File: src/rtl/demux_pkg.sv
`default_nettype none
// ============================================================================
// Module      : demux_pkg
// Description : Shared constants and helpers for the demux_stream block.
//               MODE_SEL / MODE_RR   - inMode encodings
//               sel_width(num_ch)    - select/pointer width for num_ch outputs
// Revision    : 1.0  initial release
// ============================================================================
package demux_pkg;

    localparam logic MODE_SEL = 1'b0;
    localparam logic MODE_RR  = 1'b1;

    // A single-bit select is kept as the minimum so that the port never
    // collapses to zero width.
    function automatic int sel_width(input int num_ch);
        return (num_ch > 2) ? $clog2(num_ch) : 1;
    endfunction

endpackage
`default_nettype wire

File: src/rtl/demux_slot.sv
`default_nettype none
// ============================================================================
// Module      : demux_slot
// Description : One-entry registered output slot of the stream demux.
//   clk, rst  - clock, asynchronous active-high reset
//   i_clear   - synchronous clear of the valid flag (data is kept)
//   i_load    - write i_data into the slot and mark it valid
//   i_drain   - downstream consumes the slot this cycle
//   i_data    - word to load
//   o_valid   - slot holds a word
//   o_data    - stored word (holds last loaded value while empty)
// Revision    : 1.0  initial release
// ============================================================================
module demux_slot #(
    parameter int DATA_W = 4
) (
    input  logic              clk,
    input  logic              rst,
    input  logic              i_clear,
    input  logic              i_load,
    input  logic              i_drain,
    input  logic [DATA_W-1:0] i_data,
    output logic              o_valid,
    output logic [DATA_W-1:0] o_data
);

    logic              r_valid_q;
    logic              w_valid_d;
    logic [DATA_W-1:0] r_data_q;
    logic [DATA_W-1:0] w_data_d;

    always_comb begin
        w_valid_d = r_valid_q;
        w_data_d  = r_data_q;
        if (i_clear) begin
            w_valid_d = 1'b0;
        end else if (i_load) begin
            // A load on the same edge as a drain keeps the slot occupied.
            w_valid_d = 1'b1;
            w_data_d  = i_data;
        end else if (i_drain) begin
            w_valid_d = 1'b0;
        end
    end

    always_ff @(posedge clk or posedge rst) begin
        if (rst) begin
            r_valid_q <= 1'b0;
            r_data_q  <= '0;
        end else begin
            r_valid_q <= w_valid_d;
            r_data_q  <= w_data_d;
        end
    end

    assign o_valid = r_valid_q;
    assign o_data  = r_data_q;

endmodule
`default_nettype wire

File: src/rtl/demux_stream.sv
`default_nettype none
// ============================================================================
// Module      : demux_stream
// Description : 1-to-NUM_CH stream demultiplexer with valid/ready handshake,
//               a one-entry slot per channel, select or round-robin routing
//               and out-of-range detection.
//   inClk, inRst  - clock, asynchronous active-high reset
//   inClear       - synchronous clear of slots and round-robin pointer
//   inMode        - MODE_SEL: route by inSel, MODE_RR: route by pointer
//   inValid/inReady/inData/inSel - input stream and select
//   inDsReady     - per-channel downstream ready
//   outValid/outData - per-channel slot valid / packed slot data
//   outErr        - one-cycle pulse after an out-of-range word was dropped
//   outPtr        - current round-robin pointer
// Revision    : 1.0  initial release
// ============================================================================
module demux_stream
    import demux_pkg::*;
#(
    parameter int DATA_W = 4,
    parameter int NUM_CH = 8,
    parameter int SEL_W  = sel_width(NUM_CH)
) (
    input  logic                     inClk,
    input  logic                     inRst,
    input  logic                     inClear,
    input  logic                     inMode,
    input  logic                     inValid,
    output logic                     inReady,
    input  logic [DATA_W-1:0]        inData,
    input  logic [SEL_W-1:0]         inSel,
    input  logic [NUM_CH-1:0]        inDsReady,
    output logic [NUM_CH-1:0]        outValid,
    output logic [NUM_CH*DATA_W-1:0] outData,
    output logic                     outErr,
    output logic [SEL_W-1:0]         outPtr
);

    // One extra bit so that NUM_CH itself is representable for the range test.
    localparam logic [SEL_W:0]   c_NUM_CH  = (SEL_W+1)'(NUM_CH);
    localparam logic [SEL_W-1:0] c_PTR_MAX = SEL_W'(NUM_CH - 1);

    logic [SEL_W-1:0]  w_tgt;
    logic              w_tgt_oor;
    logic [NUM_CH-1:0] w_tgt_hit;
    logic [NUM_CH-1:0] w_load;
    logic [NUM_CH-1:0] w_valid;
    logic              w_ready;
    logic              w_xfer;
    logic              w_err_d;
    logic              r_err_q;
    logic [SEL_W-1:0]  w_ptr_d;
    logic [SEL_W-1:0]  r_ptr_q;

    always_comb begin
        w_tgt     = (inMode == MODE_RR) ? r_ptr_q : inSel;
        w_tgt_oor = ({1'b0, w_tgt} >= c_NUM_CH);

        // One-hot target decode; all zero for an out-of-range select, which
        // makes such a word always acceptable (it is simply discarded).
        for (int c = 0; c < NUM_CH; c++) begin
            w_tgt_hit[c] = (w_tgt == SEL_W'(c));
        end

        // Stall only when the targeted slot is full and not draining.
        w_ready = !inClear && ((w_tgt_hit & w_valid & ~inDsReady) == '0);
        w_xfer  = inValid && w_ready;
        w_load  = w_xfer ? w_tgt_hit : '0;
        w_err_d = w_xfer && w_tgt_oor;

        w_ptr_d = r_ptr_q;
        if (inClear) begin
            w_ptr_d = '0;
        end else if (w_xfer && (inMode == MODE_RR)) begin
            w_ptr_d = (r_ptr_q == c_PTR_MAX) ? '0 : r_ptr_q + SEL_W'(1);
        end
    end

    always_ff @(posedge inClk or posedge inRst) begin
        if (inRst) begin
            r_ptr_q <= '0;
            r_err_q <= 1'b0;
        end else begin
            r_ptr_q <= w_ptr_d;
            r_err_q <= w_err_d;
        end
    end

    for (genvar gi = 0; gi < NUM_CH; gi++) begin : g_slot
        demux_slot #(
            .DATA_W (DATA_W)
        ) u_slot (
            .clk     (inClk),
            .rst     (inRst),
            .i_clear (inClear),
            .i_load  (w_load[gi]),
            .i_drain (inDsReady[gi]),
            .i_data  (inData),
            .o_valid (w_valid[gi]),
            .o_data  (outData[gi*DATA_W +: DATA_W])
        );
    end

    assign inReady  = w_ready;
    assign outValid = w_valid;
    assign outErr   = r_err_q;
    assign outPtr   = r_ptr_q;

endmodule
`default_nettype wire

File: config.mk
export PLATFORM = sky130hd
export DESIGN_NAME = demux_stream
export DESIGN_NICKNAME = d
export VERILOG_FILES = /design/src/rtl/demux_pkg.sv /design/src/rtl/demux_slot.sv /design/src/rtl/demux_stream.sv
export SDC_FILE = /design/constraint.sdc
export NUM_CORES = 1
export LEC_CHECK = 0
export CORE_MARGIN = 2
export CORE_UTILIZATION = 50
export CTS_CLUSTER_DIAMETER = 50
export CTS_CLUSTER_SIZE = 8
export DETAILED_ROUTE_END_ITERATION = 6
export PLACE_DENSITY = 0.85
export SYNTH_ARGS = -nofsm -noshare
export SYNTH_HDL_FRONTEND = slang
export SYNTH_SLANG_ARGS = --single-unit
export TNS_END_PERCENT = 10
File: constraint.sdc
create_clock -name inClk -period 7.32 [get_ports inClk]
set_input_delay 2.196 -clock inClk [delete_from_list [all_inputs] [get_ports inClk]]
set_output_delay 2.196 -clock inClk [all_outputs]
set_load 0.02 [all_outputs]
== After elaboration in Yosys (flattened, before gate mapping) ==
Index checks and enable logic that the tools add are counted.

* Add/subtract/negate cells: 1
* Equality and inequality tests: 8
* Multiplexer cells: 29
* Bitwise logic cells: 4
* Reductions and logical operators: 23

{| class="wikitable"
|+ Operator list
! operator !! count
|-
| $mux 1 || 24
|-
| $reduce_bool 3->1 || 8
|-
| $and 8x8->8 || 2
|-
| $reduce_and 2->1 || 8
|-
| $eq 3x3->1 const B || 5
|-
| $mux 3 || 4
|-
| $logic_not 8->1 || 1
|-
| $mux 8 || 1
|-
| $not 8->8 || 1
|-
| $eq 3x2->1 const B || 2
|-
| $add 3x1->3 const B || 1
|-
| $eq 3x1->1 const B || 1
|-
| $logic_and 1x1->1 || 3
|-
| $logic_not 3->1 || 1
|-
| $reduce_bool 2->1 || 1
|-
| $logic_not 1->1 || 1
|-
| $not 1->1 || 1
|}

* Flip-flop bits (word level): 43
* Input port bits: 20
* Output and inout bits: 45
* Word-level logic and storage cells: 82

== Logic depth before layout (Yosys ltp) ==
* Depth in word-level cells: 10
* Gate-level depth with buffers: 8
* Depth with buffers taken out: 6

== By module ==
A second synthesis with hierarchy kept.

* Cell total of the unflattened synthesis: 171
* Area total of the unflattened synthesis: 2115.8 um2

{| class="wikitable"
|+ Modules (own cells, without submodules)
! module !! instances !! cells an instance !! area each (um2) !! seq. area each (um2)
|-
| demux_slot || 8 || 14 || 202.7 || 125.1
|-
| demux_stream || 1 || 59 || 494.2 || 75.1
|}

== Worst setup path before layout ==
OpenSTA, ideal clock, no wires.

* Path kind: input to output
* Start: in inMode
* End: out inReady
* Data arrival time: 3398 ps
* Required time: 5124 ps
* Path slack: 1726 ps
* Stages: 4
* Path buffers: 0
* Cell sequence: mux2i_2 mux2i_1 a22o_1 nor3b_4

* Cells in the longest elaborated chain, start to end: 6
* Elaborated cells between the ends (all ways): 13
* Classes of those cells: 7 x eq/ne; 1 x mux; 2 x bitwise; 3 x reduce/logical

{| class="wikitable"
|+ RTL lines
! item !! line !! source
|-
| from (decl) || demux_stream.sv:27 || <nowiki>input logic inMode,</nowiki>
|-
| $mux 3 (*) || demux_stream.sv:56 || <nowiki>w_tgt = (inMode == MODE_RR) ? r_ptr_q : inSel;</nowiki>
|-
| $eq 3x1->1, or another cell as far along || demux_stream.sv:62 || <nowiki>w_tgt_hit[c] = (w_tgt == SEL_W'(c));</nowiki>
|-
| $and 8x8->8 (*) (2 in a row) || demux_stream.sv:66 || <nowiki>w_ready = !inClear && ((w_tgt_hit & w_valid & ~inDsReady) == '0);</nowiki>
|-
| $logic_not 8->1 (*) || demux_stream.sv:66 ||
|-
| $logic_and 1x1->1 (*) || demux_stream.sv:66 ||
|-
| to (decl) || demux_stream.sv:29 || <nowiki>output logic inReady,</nowiki>
|}

Mark *: on every way between the ends. The rest lies on a longest branch, timed or not.

== Worst setup path after layout ==
Ends and elaborated chain as after synthesis.

==> impl_metrics.csv <==
group,metric,value,unit
detailed_routing,routed.top_layer,"met4",
detailed_routing,firstDrtPassIters,4,
finish,drive_above_1_share,0.2824,
clock_tree,cts.sinks,43,
die,die_w,68.40,um
worst_setup_path,arrival,4.40,ns
die,boundaryPins,65,
worst_setup_path,endpoint_kind,"output port",
detailed_routing,drt-total-wl,4.717,mm
worst_setup_path,critical_path_required,5.12,ns
worst_setup_path,cp-startpoint,"inMode",
grt,overflow,0,
run_status,status,"complete, no violations",
finish,fin_cells,266,
clock_tree,cts_resized,0,
grt,grt_pass1_vias,1541,
finish,antenna_cells,0,
detailed_routing,met1_length,1.941,mm
synth,synth_cell_types,37,
placement,placed_area,2689,um2
finish,n_fill_cell,271,
detailed_routing,met3WireLength,326,um
synth,syn-cell-area,2073,um2
clock_tree,path_clk_slew,0.08,ns
clock_tree,cts_root_buf,"clkbuf_8",
detailed_routing,route.vias.total,1446,
sta,drv_slew,0,
finish,layout.nets,237,
sta,min_period,6.594,ns
placement,gp_congestion,0.9064,
die,coreArea,4000,um2
grt,grt_max_degree,37,
finish,utilization,0.6982,
synth,synth_nets,177,
clock_tree,cts_made_buffers,5,
placement,dp_cells,258,
sta,fin_skew,0.005024,ns
sta,setup_viol,0,
synth,ys_warn_count,0,
worst_setup_path,r2r_cells,7,
finish,final_common_cell,"clkdlybuf4s50_1",
synth,syn_area_per_cell,13.38,um2
hold_path,worstHoldStart,"g_slot[7].u_slot.o_data[0]",
grt,grt_pass1_wl,7.534,mm
hold_path,hp-class,"reg2reg",
detailed_routing,drc,0,
clock_tree,cts-htree-levels,2,
sta,worst_hold_slack,0.5139,ns
die,num_rows,23,
clock_tree,cts_tree,"built",
sta,maxSlewHeadroom,0.6481,
detailed_routing,met2_length,2.407,mm
detailed_routing,drtAntennaViolNets,0,
synth,synthCells,155,
clock_tree,postCtsHoldBufs,0,
power,power.density,257.5,nW/um2
placement,hpwl,3.615,mm
sta,fmax,151.7,MHz
grt,antenna_found_initial,0,
die,dieArea,4678,um2
die,initial_utilization,0.5183,
clock_tree,postCtsSetupBuffers,0,
detailed_routing,via_per_inst,5.436,
job,cap_viol_max_count,0,
finish,most-common-layout-cells,"clkdlybuf4s50_1 (63), dfrtp_1 (43), mux2_2 (31)",
worst_setup_path,crit_path_start_kind,"input pin",
power,cellLeakagePower,1.259,nW
grt,grt_usage,0.2219,
sta,fin_setup_tns,0,ns
sta,fin_crit_sh,0.9008,
hold_path,holdPathStages,1,
clock_tree,cts_max_path_buffers,2,
detailed_routing,drtIter0Drc,112,
finish,syn_to_final_growth,34.70,%
synth,ys_seq_area_frac,0.5190,
sta,rsz0062_at_grt,"no",
die,die_h,68.40,um
clock_tree,clock_latency,0.29,ns
placement,io_buffers,63,
finish,fin_area,2793,um2
synth,ys_ff_latch,43,
worst_setup_path,crit_type,"in2out",
worst_setup_path,cp_max_fo,6,
worst_setup_path,r2r-start,"outPtr[0]",
sta,worstMarginPinSlew,0.5256,ns
detailed_routing,wire_per_inst,17.73,um
power,vdd_drop_max,225.2,uV
sta,finalHoldViolations,0,
[cells by family after synthesis]
group           share of synthesized area
mux                                0.2281
other cells                      0.001809
fa+ha+maj                         0.01207
compound gates                    0.06035
flops                              0.5190
simple gates                       0.1231
buf+inv                           0.05552
[worst max-delay path: stages]
cell and delay (ns):
clkdlybuf4s50_1 0.52, mux2i_2 0.43, mux2i_1 0.13, a22o_1 0.28, nor3b_4 0.21, clkdlybuf4s50_1 0.64
[final timing paths]
check	to	slack [ns]
max	inReady	0.73
min	g_slot[7].u_slot.o_data[0]	0.51
max reg2reg	g_slot[4].u_slot.o_data[3]	4.83
min reg2reg	g_slot[7].u_slot.o_data[0]	0.51
max in group asynchronous	g_slot[5].u_slot.o_valid	4.42
min in group asynchronous	g_slot[3].u_slot.o_data[3]	2.15
[cells in the mapped netlist (all sizes together)]
cell | n | area share
a21o | 2 | 0.0072
a21oi | 1 | 0.0042
a22o | 1 | 0.0042
a31oi | 1 | 0.0030
a32o | 2 | 0.0097
and2b | 1 | 0.0042
and3b | 2 | 0.0091
buf | 10 | 0.038
clkbuf | 3 | 0.010
conb | 1 | 0.0018
dfrtp | 43 | 0.52
ha | 2 | 0.012
inv | 4 | 0.0072
mux2 | 35 | 0.20
mux2i | 6 | 0.031
nand2 | 2 | 0.0036
nand2b | 3 | 0.0091
nand3 | 5 | 0.019
nand4b | 1 | 0.011
nor2 | 7 | 0.013
nor2b | 3 | 0.0091
nor3 | 1 | 0.0024
nor3b | 4 | 0.022
o211a | 1 | 0.0085
o21ai | 7 | 0.017
o21bai | 1 | 0.0036
o22ai | 1 | 0.0030
or2b | 4 | 0.017
or3 | 1 | 0.0030
[state kept, by name (all words and copies together), names as in the netlist]
signal and cells:
outPtr 3, g_slot.u_slot.o_data 32, g_slot.u_slot.o_valid 8
[routing by layer]
| layer | up-vias | track usage |
|---|---|---|
| met5 | - | 0 |
| met4 | 0 | 0.05000 |
| met3 | 5 | 0.08388 |
| met2 | 58 | 0.3678 |
| met1 | 726 | 0.2748 |
| li1 | 657 | - |
[power breakdown]
part	internal, mW	total, mW	leakage (nW)	switching, mW
logic	0.130	0.245	0.652	0.115
registers	0.284	0.311	0.557	0.0275
clock network	0.0857	0.163	0.0505	0.0775
total	0.499	0.719	1.26	0.220
[metrics by stage]
step,worst slack [ns],total power [mW]
after global placement,0.8157,0.5519
after floorplan,1.726,0.4340
final,0.7261,0.7192
after CTS,0.7085,0.7264
after detailed placement,0.7328,0.5607
after global routing,0.6260,0.7518
[final cells by class]
type / instances / area [um2] / share of cell area
inverters: 4 / 15.01 / 0.005376
multi-input cells: 95 / 882.1 / 0.3159
flip-flops and latches: 43 / 1076 / 0.3853
clock buffers: 7 / 96.34 / 0.03450
repair buffers: 66 / 653.1 / 0.2339
clock inverters: 1 / 7.507 / 0.002688
well taps: 50 / 62.56 / 0.02240
(Power assumes the default switching activity.)
